### src/rtl/fp_seq_pkg.sv
// Shared definitions for the floating-point op sequencer and the decoder.
//   fp_state_e : sequencer state encoding
//   ALU_FADD / ALU_FMUL : ALUControl codes for the multicycle FP ops
//   max_int    : elaboration-time helper used to size the latency counter
package fp_seq_pkg;

  typedef enum logic [1:0] {
    IDLE  = 2'd0,
    ISSUE = 2'd1,
    WAIT  = 2'd2,
    DONE  = 2'd3
  } fp_state_e;

  localparam logic [2:0] ALU_FADD = 3'b100;
  localparam logic [2:0] ALU_FMUL = 3'b101;

  function automatic int max_int(input int a, input int b);
    return (a > b) ? a : b;
  endfunction

endpackage

### src/rtl/fp_lat_counter.sv
// Down-counter that times the FPU latency.
// Ports:
//   clk, reset : clock, asynchronous active-high reset (count clears to 0)
//   load       : load load_val (has priority over dec)
//   dec        : decrement by one; ignored when already zero
//   load_val   : value to load
//   zero       : count == 0
module fp_lat_counter #(
  parameter int W = 3
) (
  input  logic         clk,
  input  logic         reset,
  input  logic         load,
  input  logic         dec,
  input  logic [W-1:0] load_val,
  output logic         zero
);

  logic [W-1:0] cnt_d, cnt_q;

  always_comb begin
    cnt_d = cnt_q;
    if (load)
      cnt_d = load_val;
    else if (dec && (cnt_q != '0))
      cnt_d = cnt_q - W'(1);
  end

  always_ff @(posedge clk or posedge reset) begin
    if (reset) cnt_q <= '0;
    else       cnt_q <= cnt_d;
  end

  assign zero = (cnt_q == '0);

endmodule

### src/rtl/fp_op_sequencer.sv
// Multicycle sequencer for FADD/FMUL. Stalls the single-cycle core while a
// pipelined FPU runs, then presents a registered result and {N,Z} flags
// with a one-cycle write-back strobe. Integer ALU codes pass straight through.
// Ports:
//   clk, reset            : clock, asynchronous active-high reset
//   Req, ALUControl       : valid DP op and its decoded ALU code
//   SrcA, SrcB            : operands from the datapath
//   fpu_result, fpu_flags : FPU result bus and its {N,Z} flags
//   fpu_start, fpu_op     : FPU launch pulse and op select (0=FADD, 1=FMUL)
//   FpA, FpB              : latched operands to the FPU
//   Stall                 : freeze PC and register-file write enable
//   ResultValid           : write-back strobe
//   FpResult, FpFlags     : captured result and flags
//
// state | meaning
// IDLE  | no op in flight; an FP request stalls at once and is latched
// ISSUE | fpu_start pulse, latency counter loaded with LAT-1
// WAIT  | counting down; result captured when the counter reaches zero
// DONE  | ResultValid, stall released, core retires the instruction
module fp_op_sequencer #(
  parameter int WIDTH   = 32,
  parameter int ADD_LAT = 3,
  parameter int MUL_LAT = 4
) (
  input  logic             clk,
  input  logic             reset,
  input  logic             Req,
  input  logic [2:0]       ALUControl,
  input  logic [WIDTH-1:0] SrcA,
  input  logic [WIDTH-1:0] SrcB,
  input  logic [WIDTH-1:0] fpu_result,
  input  logic [1:0]       fpu_flags,
  output logic             fpu_start,
  output logic             fpu_op,
  output logic [WIDTH-1:0] FpA,
  output logic [WIDTH-1:0] FpB,
  output logic             Stall,
  output logic             ResultValid,
  output logic [WIDTH-1:0] FpResult,
  output logic [1:0]       FpFlags
);
  import fp_seq_pkg::*;

  localparam int CNT_W = $clog2(max_int(ADD_LAT, MUL_LAT)) + 1;
  localparam logic [CNT_W-1:0] ADD_LD = CNT_W'(ADD_LAT - 1);
  localparam logic [CNT_W-1:0] MUL_LD = CNT_W'(MUL_LAT - 1);

  fp_state_e        state_d, state_q;
  logic             fpu_op_d, fpu_op_q;
  logic [WIDTH-1:0] fpa_d, fpa_q;
  logic [WIDTH-1:0] fpb_d, fpb_q;
  logic [WIDTH-1:0] res_d, res_q;
  logic [1:0]       flags_d, flags_q;

  logic fp_req;
  logic cnt_load, cnt_dec, cnt_zero;

  assign fp_req = Req & ((ALUControl == ALU_FADD) | (ALUControl == ALU_FMUL));

  assign cnt_load = (state_q == ISSUE);
  assign cnt_dec  = (state_q == WAIT) & ~cnt_zero;

  fp_lat_counter #(.W(CNT_W)) u_lat_counter (
    .clk      (clk),
    .reset    (reset),
    .load     (cnt_load),
    .dec      (cnt_dec),
    .load_val (fpu_op_q ? MUL_LD : ADD_LD),
    .zero     (cnt_zero)
  );

  always_comb begin
    state_d  = state_q;
    fpu_op_d = fpu_op_q;
    fpa_d    = fpa_q;
    fpb_d    = fpb_q;
    res_d    = res_q;
    flags_d  = flags_q;
    case (state_q)
      IDLE: begin
        if (fp_req) begin
          fpa_d    = SrcA;
          fpb_d    = SrcB;
          fpu_op_d = ALUControl[0];
          state_d  = ISSUE;
        end
      end
      ISSUE: state_d = WAIT;
      WAIT: begin
        if (cnt_zero) begin
          res_d   = fpu_result;
          flags_d = fpu_flags;
          state_d = DONE;
        end
      end
      DONE:    state_d = IDLE;
      default: state_d = IDLE;
    endcase
  end

  always_ff @(posedge clk or posedge reset) begin
    if (reset) begin
      state_q  <= IDLE;
      fpu_op_q <= 1'b0;
      fpa_q    <= '0;
      fpb_q    <= '0;
      res_q    <= '0;
      flags_q  <= '0;
    end else begin
      state_q  <= state_d;
      fpu_op_q <= fpu_op_d;
      fpa_q    <= fpa_d;
      fpb_q    <= fpb_d;
      res_q    <= res_d;
      flags_q  <= flags_d;
    end
  end

  // Stall in IDLE follows the request combinationally so the core freezes in
  // the same cycle; it is masked by reset so an aborted op releases the core.
  assign Stall       = ~reset & (((state_q == IDLE) & fp_req) |
                                 (state_q == ISSUE) | (state_q == WAIT));
  assign fpu_start   = (state_q == ISSUE);
  assign ResultValid = (state_q == DONE);
  assign fpu_op      = fpu_op_q;
  assign FpA         = fpa_q;
  assign FpB         = fpb_q;
  assign FpResult    = res_q;
  assign FpFlags     = flags_q;

endmodule

### config.mk
export PLATFORM = sky130hd
export DESIGN_NAME = fp_op_sequencer
export DESIGN_NICKNAME = d
export VERILOG_FILES = /design/src/rtl/fp_seq_pkg.sv /design/src/rtl/fp_lat_counter.sv /design/src/rtl/fp_op_sequencer.sv
export SDC_FILE = /design/constraint.sdc
export NUM_CORES = 1
export LEC_CHECK = 0
export ABC_AREA = 0
export BUFFER_PORTS_ARGS = -buffer_cell sky130_fd_sc_hd__buf_2
export CAP_MARGIN = 20
export CORE_ASPECT_RATIO = 1.1
export CORE_MARGIN = 10
export CORE_UTILIZATION = 46
export DETAILED_ROUTE_END_ITERATION = 10
export GPL_TIMING_DRIVEN = 0
export PLACE_DENSITY = 0.8
export SKIP_LAST_GASP = 1
export SLEW_MARGIN = 15
export SYNTH_ARGS = -nofsm -noshare
export SYNTH_HDL_FRONTEND = slang
export SYNTH_SLANG_ARGS = --single-unit
### constraint.sdc
create_clock -name clk -period 6.2 [get_ports clk]
set_input_delay 0.93 -clock clk [delete_from_list [all_inputs] [get_ports clk]]
set_output_delay 0.93 -clock clk [all_outputs]
set_load 0.1 [all_outputs]
==> impl_summary.log, run 1 <==
[metrics] status: finished, final reports clean
[metrics] Final setup viols: 0
[metrics] highest fanout seen on the critical path: 10
[metrics] area overhead of the layout relative to synthesis: 34.40%
[metrics] final weighted congestion in routability-driven placement: 0.7813
[metrics] row count: 36
[metrics] Clk Latency, worst-skew pair: 0.36 ns
[metrics] H-tree depth: 3
[metrics] Max transition margin: 66.09%
[metrics] startpoint type of the worst setup path: primary input
[metrics] Critical Path RT: between 5 and 6 ns
[metrics] initial core utilization: 46.97%
[metrics] n_diodes: 0
[metrics] minimum hold slack: 0.4979 ns
[metrics] aggregate negative setup slack: 0 ns
[metrics] post-route antenna net violation count: 0
[metrics] final hold violation count: 0
[metrics] Synth Instances: 241
[metrics] IO Count: about 200
[metrics] pin count of the biggest net entering global routing: 62
[metrics] Post-Syn Area: roughly 4100 um2
[metrics] Arr. time, crit path: between 2 and 2.5 ns
[metrics] minimum setup slack after placement: 2.966 ns
[metrics] total of buffers placed on input and output ports: 205
[metrics] DRC violations left: 0
[metrics] total number of clock tree sinks: roughly 100
[metrics] Core Util, Final: between 60% and 70%
[metrics] setup repair after global routing missed its margin: false
[metrics] detailed-router iteration count before antenna repair: 4
[metrics] clock tree root buffer cell: sky130_fd_sc_hd__clkbuf_8
[metrics] average instance area after synthesis: 17.21 um2
[metrics] critical path endpoint category: primary output
[metrics] clock input transition at the sequential cells of the worst setup and hold paths: about 0.09 ns
[metrics] All-Layer GR Usage: around 16%
[metrics] Slew @ Worst Pin: 0.5122 ns
[metrics] total setup buffers inserted after CTS: 0
[metrics] register cell area after layout: 2603 um2
[metrics] Period minus WS final: ~3.2 ns
[metrics] post-synthesis sequential area ratio: 62.76%
[metrics] number of antenna violations at the first check in global routing: 0
[metrics] number of global-route vias before repair: approximately 3200
[metrics] max cap viols: 0
[metrics] number of inserted filler cells in the final layout: 695
[metrics] drt via density: 4.749
[metrics] vertical extent of the die: between 100 and 150 um
[metrics] worst hold path class: flop to flop
[metrics] TritonCTS clock tree: done
[metrics] Final Max Tran Viols: 0
[metrics] critical path type: primary input to primary output
[metrics] multi-input gate area in the final layout: ~1400 um2
[metrics] worst-case setup margin in the final layout: 2.993 ns
[metrics] final cycle utilization of the critical path: approximately half
[metrics] Post-Route WL: 10.56 mm
[metrics] wire length of the first global-routing pass: 16.91 mm
[metrics] maximum buffer depth of the clock tree: 2
[metrics] die footprint: 13220 um2
[metrics] Peak Freq: 311.8 MHz
[metrics] Fin Clk Skew: 0.01122 ns
[metrics] fraction of layout cells with a size suffix above 1: 72.14%
[metrics] GRT overflow: 0
[metrics] yosys warns: 0
[metrics] number of hold-repair buffers added at the cts stage: 0
[metrics] Via Count: 2740
[metrics] library cells used by synthesis: 19
[metrics] CTS buffer count: 9
[metrics] Die X: 110.5 um
[metrics] post-synthesis register bit count: 104
[metrics] average routed wire per standard cell: 18.30 um
[metrics] HPWL reported at the end of detailed placement: 8.468 mm
[metrics] Net count, final: 568
[metrics] post-cts resize count: 0
[metrics] violation count after the first detailed-route iteration: 89
[metrics] placeable core area: 8828 um2
[metrics] net count after synthesis: approximately 350
-- critical path: stages --
cell and delay, ns:
sky130_fd_sc_hd__buf_2 0.10, sky130_fd_sc_hd__nand4b_1 0.24, sky130_fd_sc_hd__buf_4 0.24, sky130_fd_sc_hd__buf_6 0.18
sky130_fd_sc_hd__a21oi_1 0.13, sky130_fd_sc_hd__buf_2 0.44
-- layer usage --
layer	vias up	wire length [um]	track usage [%]
li1	1279	-	-
met1	1326	4010	17.08
met2	120	5399	26.70
met3	15	908	5.780
met4	0	238	7.003
met5	-	0	0
-- sequential cells by signal, summed over array words and instances, names as in the netlist --
| register | flops |
|---|---|
| u_lat_counter.cnt_q | 3 |
| FpA | 32 |
| state_q | 2 |
| FpResult | 32 |
| FpB | 32 |
| FpFlags | 2 |
| fpu_op | 1 |
-- area by class of cell --
cell class / count / share of cell area, %
plain buffers: 10 / 1.392
clock buffers: 9 / 2.223
clock inverters: 7 / 1.819
inverters: 6 / 0.4939
multi-input cells: 121 / 25.91
flip-flops and latches: 104 / 46.70
well taps: 114 / 2.560
repair buffers: 206 / 18.90
-- cell usage after synthesis --
cell type	instances	area, um2
sky130_fd_sc_hd__o21ai_0	1	5.000
sky130_fd_sc_hd__ha_1	6	75.07
sky130_fd_sc_hd__buf_4	1	7.510
sky130_fd_sc_hd__buf_2	5	25.02
sky130_fd_sc_hd__nand2_1	2	7.510
sky130_fd_sc_hd__mux2_4	39	585.6
sky130_fd_sc_hd__buf_6	4	45.04
sky130_fd_sc_hd__a21oi_1	1	5.000
sky130_fd_sc_hd__nand3b_1	1	7.510
sky130_fd_sc_hd__mux2_2	62	698.2
sky130_fd_sc_hd__o22a_1	1	8.760
sky130_fd_sc_hd__nand2b_1	1	6.260
sky130_fd_sc_hd__xnor2_1	1	8.760
sky130_fd_sc_hd__nand4b_1	1	8.760
sky130_fd_sc_hd__inv_1	6	22.52
sky130_fd_sc_hd__dfrtp_1	104	2603
sky130_fd_sc_hd__a21boi_0	1	7.510
sky130_fd_sc_hd__a211o_1	1	8.760
sky130_fd_sc_hd__nor2_1	3	11.26
-- placed cells by master (no fill, tap or decap), drive strengths merged, types with 2 or more instances in the layout --
cell type and instances:
dfrtp 104, clkbuf 9, nand2 2, buf 216
ha 6, inv 9, nor2 3, bufinv 2
clkinvlp 2, mux2 101
-- stage by stage --
step,cells,instance area [um2]
final,577,5573
after global routing,577,5573
after CTS,577,5573
after detailed placement,561,5348
after global placement,560,5315
after floorplan,241,4146
-- cells by family after synthesis --
| family | synth area share, % |
|---|---|
| buf+inv | 2.414 |
| flops | 62.76 |
| mux | 30.96 |
| simple gates | 0.9960 |
| compound gates | 0.8448 |
| xor+xnor | 0.2113 |
| fa+ha+maj | 1.810 |
-- path summary, 6_finish.rpt --
| path | startpoint | to | slack (ns) | cells past startpoint |
|---|---|---|---|---|
| setup / recovery | ALUControl[1] | Stall | 2.99 | 6 |
| hold / removal | u_lat_counter.cnt_q[1] | u_lat_counter.cnt_q[1] | 0.50 | 1 |
| setup reg to reg | u_lat_counter.cnt_q[0] | FpResult[22] | 4.42 | 6 |
| hold reg to reg | u_lat_counter.cnt_q[1] | u_lat_counter.cnt_q[1] | 0.50 | 1 |
| max in group asynchronous | reset | FpA[25] | 5.00 | 3 |
| min in group asynchronous | reset | fpu_op | 0.58 | 2 |
Power of run 1 is not shown: default switching activity piles up to over one toggle a cycle in this logic, so the estimate is an artifact.
==> inputs of run 2 (changes only) <==
Settings changed: ABC_AREA 0 to 1, CORE_UTILIZATION 46 to 42, PLACE_DENSITY 0.8 to 0.76.
Clock period 6.2 ns to 2.9 ns, I/O delays scaled along.
==> impl_summary.log, run 2 <==
[metrics] Period minus WS final: 2.623 ns
[metrics] post-cts resize count: 0
[metrics] prevailing post-synth register cell: sky130_fd_sc_hd__dfrtp_1
[metrics] dominant cell by count in the synthesized netlist: sky130_fd_sc_hd__nand2_1
[metrics] detailed-router iteration count before antenna repair: 4
[metrics] Final setup viols: 0
[metrics] wire length of the first global-routing pass: 19.59 mm
[metrics] Arr. time, crit path: between 2 and 2.5 ns
[metrics] setup repair after global routing missed its margin: false
[metrics] average instance area after synthesis: 9.330 um2
[metrics] Peak Freq: 381.2 MHz
[metrics] number of global-route vias before repair: ~3800
[metrics] Post-Syn Area: 4348 um2
[metrics] status: finished, final reports clean
[metrics] drt via density: 4.615
[metrics] Synth Instances: 466
[metrics] All-Layer GR Usage: approximately 17%
[metrics] die footprint: 14830 um2
[metrics] Critical-path top delay cell: sky130_fd_sc_hd__buf_2
[metrics] Critical Path RT: roughly 2.5 ns
[metrics] clock tree root buffer cell: sky130_fd_sc_hd__clkbuf_8
[metrics] cell-by-cell listing of the critical path: inv_1 > ha_1 > nand4_2 > clkbuf_2 > a21oi_2 > buf_2
[metrics] start point of the critical path: state_q[0]
[metrics] placeable core area: 9985 um2
[metrics] global-route met2 utilization: 28.92%
[metrics] maximum buffer depth of the clock tree: 2
[metrics] number of placed instances, taps included: 794
[metrics] met3 routing resource usage after global routing: 3.866%
[metrics] H-tree depth: 3
[metrics] Clk Latency, worst-skew pair: 0.36 ns
[metrics] initial core utilization: 43.55%
[metrics] DRC violations left: 0
[metrics] pin count of the biggest net entering global routing: 37
[metrics] GRT overflow: 0
[metrics] clock input transition at the sequential cells of the worst setup and hold paths: roughly 0.10 ns
[metrics] Net count, final: 795
[metrics] library cells used by synthesis: 17
[metrics] violation count after the first detailed-route iteration: approximately 180
[metrics] final weighted congestion in routability-driven placement: 0.7885
[metrics] reg-to-reg critical path endpoint: FpResult[22]
[metrics] total setup buffers inserted after CTS: 0
[metrics] number of hold-repair buffers added at the cts stage: 0
[metrics] row count: 38
[metrics] total of buffers placed on input and output ports: 205
[metrics] post-synthesis sequential area ratio: 59.86%
[metrics] number of enable-type register cells in the synthesized netlist: 0
[metrics] aggregate negative setup slack: 0 ns
[metrics] total number of clock tree sinks: 104
[metrics] R2R depth: 7
[metrics] net count after synthesis: around 580
[metrics] Fin Clk Skew: ~0.0075 ns
[metrics] final hold violation count: 0
[metrics] Critical Path Stages: 6
[metrics] fraction of registers with async set/reset: 100.0%
[metrics] yosys warns: 0
[metrics] top post-synthesis cells by area: sky130_fd_sc_hd__dfrtp_1, sky130_fd_sc_hd__nand2_1, sky130_fd_sc_hd__inv_1
[metrics] number of antenna violations at the first check in global routing: 1
[metrics] vertical extent of the die: 126.7 um
[metrics] fraction of layout cells with a size suffix above 1: 39.62%
[metrics] Max transition margin: about three fifths
[metrics] CTS buffer count: 9
[metrics] kind of cell adding the most delay to the critical path: buffers and inverters
[metrics] synth cell count leaders: sky130_fd_sc_hd__nand2_1, sky130_fd_sc_hd__dfrtp_1, sky130_fd_sc_hd__inv_1, sky130_fd_sc_hd__o21ai_1, sky130_fd_sc_hd__nand3_1
[metrics] most common cell after layout, fill and taps aside: sky130_fd_sc_hd__buf_2
[metrics] commonest cells after routing, fill and taps aside: sky130_fd_sc_hd__buf_2, sky130_fd_sc_hd__nand2_1, sky130_fd_sc_hd__dfrtp_1
[metrics] Reg-to-Reg Start: u_lat_counter.cnt_q[0]
[metrics] final cycle utilization of the critical path: 90.46%
[metrics] area overhead of the layout relative to synthesis: 33.58%
[metrics] fin cells: 810
[metrics] worst hold path class: primary input to asynchronous set/reset pin
[metrics] setup slack on the worst flop-to-flop path: 1.28 ns
[metrics] HPWL reported at the end of detailed placement: 9.967 mm
[metrics] Via Count: ~3700
[metrics] IO Count: 206
[metrics] post-synth top area share: 59.86%
[metrics] GR peak layer: met2
[metrics] Worst path max stage delay: around 0.44 ns
[metrics] average routed wire per standard cell: around 15 um
[metrics] Critical Path End: Stall
[metrics] Core Util, Final: slightly below 60%
[metrics] Slew @ Worst Pin: about 0.6 ns
[metrics] critical path type: flop to primary output
[metrics] cell taking the most area after synthesis: sky130_fd_sc_hd__dfrtp_1
[metrics] post-route antenna net violation count: 0
[metrics] Die X: 117.0 um
[metrics] Critical path buffers and inverters: 3
[metrics] critical path endpoint category: primary output
[metrics] max cap viols: 0
[metrics] Final Max Tran Viols: 0
[metrics] startpoint type of the worst setup path: flop
[metrics] TritonCTS clock tree: done
[metrics] met1 track demand over resource: a little under a fifth
[metrics] Post-Route WL: 12.48 mm
[metrics] post-synthesis register bit count: 104
[metrics] highest fanout seen on the critical path: 10
[run 2: changes by cell type after synthesis, moves of 6 or more]
cell and change:
sky130_fd_sc_hd__buf_6 +6, sky130_fd_sc_hd__mux2_4 -39, sky130_fd_sc_hd__inv_1 +68, sky130_fd_sc_hd__nand3_1 +38, sky130_fd_sc_hd__mux2_2 -62, sky130_fd_sc_hd__o21ai_2 +26, sky130_fd_sc_hd__nand2_1 +144, sky130_fd_sc_hd__o21ai_1 +39
[run 2: stage by stage]
step / hold WS, ns / instance area (um2) / worst slack [ns]
2_1_floorplan: 0.4901 / 4355 / 0.1112
3_3_place_gp: 0.4487 / 5532 / 0.5376
3_5_place_dp: 0.4540 / 5599 / 0.6337
4_1_cts: 0.1465 / 5806 / 0.2328
5_1_grt: 0.1659 / 5808 / 0.1253
6_report: 0.1447 / 5808 / 0.2766
[run 2: cell type report]
type | instances | area [um2]
fill | 905 | 4177
sequential | 104 | 2603
multi-input combinational | 263 | 1289
timing repair buffer | 208 | 1094
inverter | 74 | 281.5
buffer | 25 | 182.7
clock buffer | 13 | 168.9
tap | 120 | 150.1
clock inverter | 2 | 37.54
antenna | 1 | 2.502
[run 2: worst min-delay path by stage]
stage,end,cells past startpoint
floorplan,state_q[1],2
global placement,FpResult[23],2
detailed placement,FpResult[21],2
CTS,FpResult[9],2
global route,FpResult[14],2
finish,FpResult[9],2
[run 2: cells by family (layout without fill, tap and decap cells)]
kind of cell	count (synthesis)	count (layout)	share of synthesized area, %
buffers and inverters	99	322	10.59
adder cells (fa/ha/maj)	6	6	1.727
flip-flops	104	104	59.86
other	0	1	0
AND/OR/NAND/NOR	187	187	17.50
AO/OA/AOI/OAI	70	70	10.33
[run 2: metal layers]
layer  wire, um  share of wire (%)
met5          0                  0
met4        312                2.5
met3        847                6.8
met2       6469                 52
met1       4848                 39
Power of run 2 is left out for the same reason.
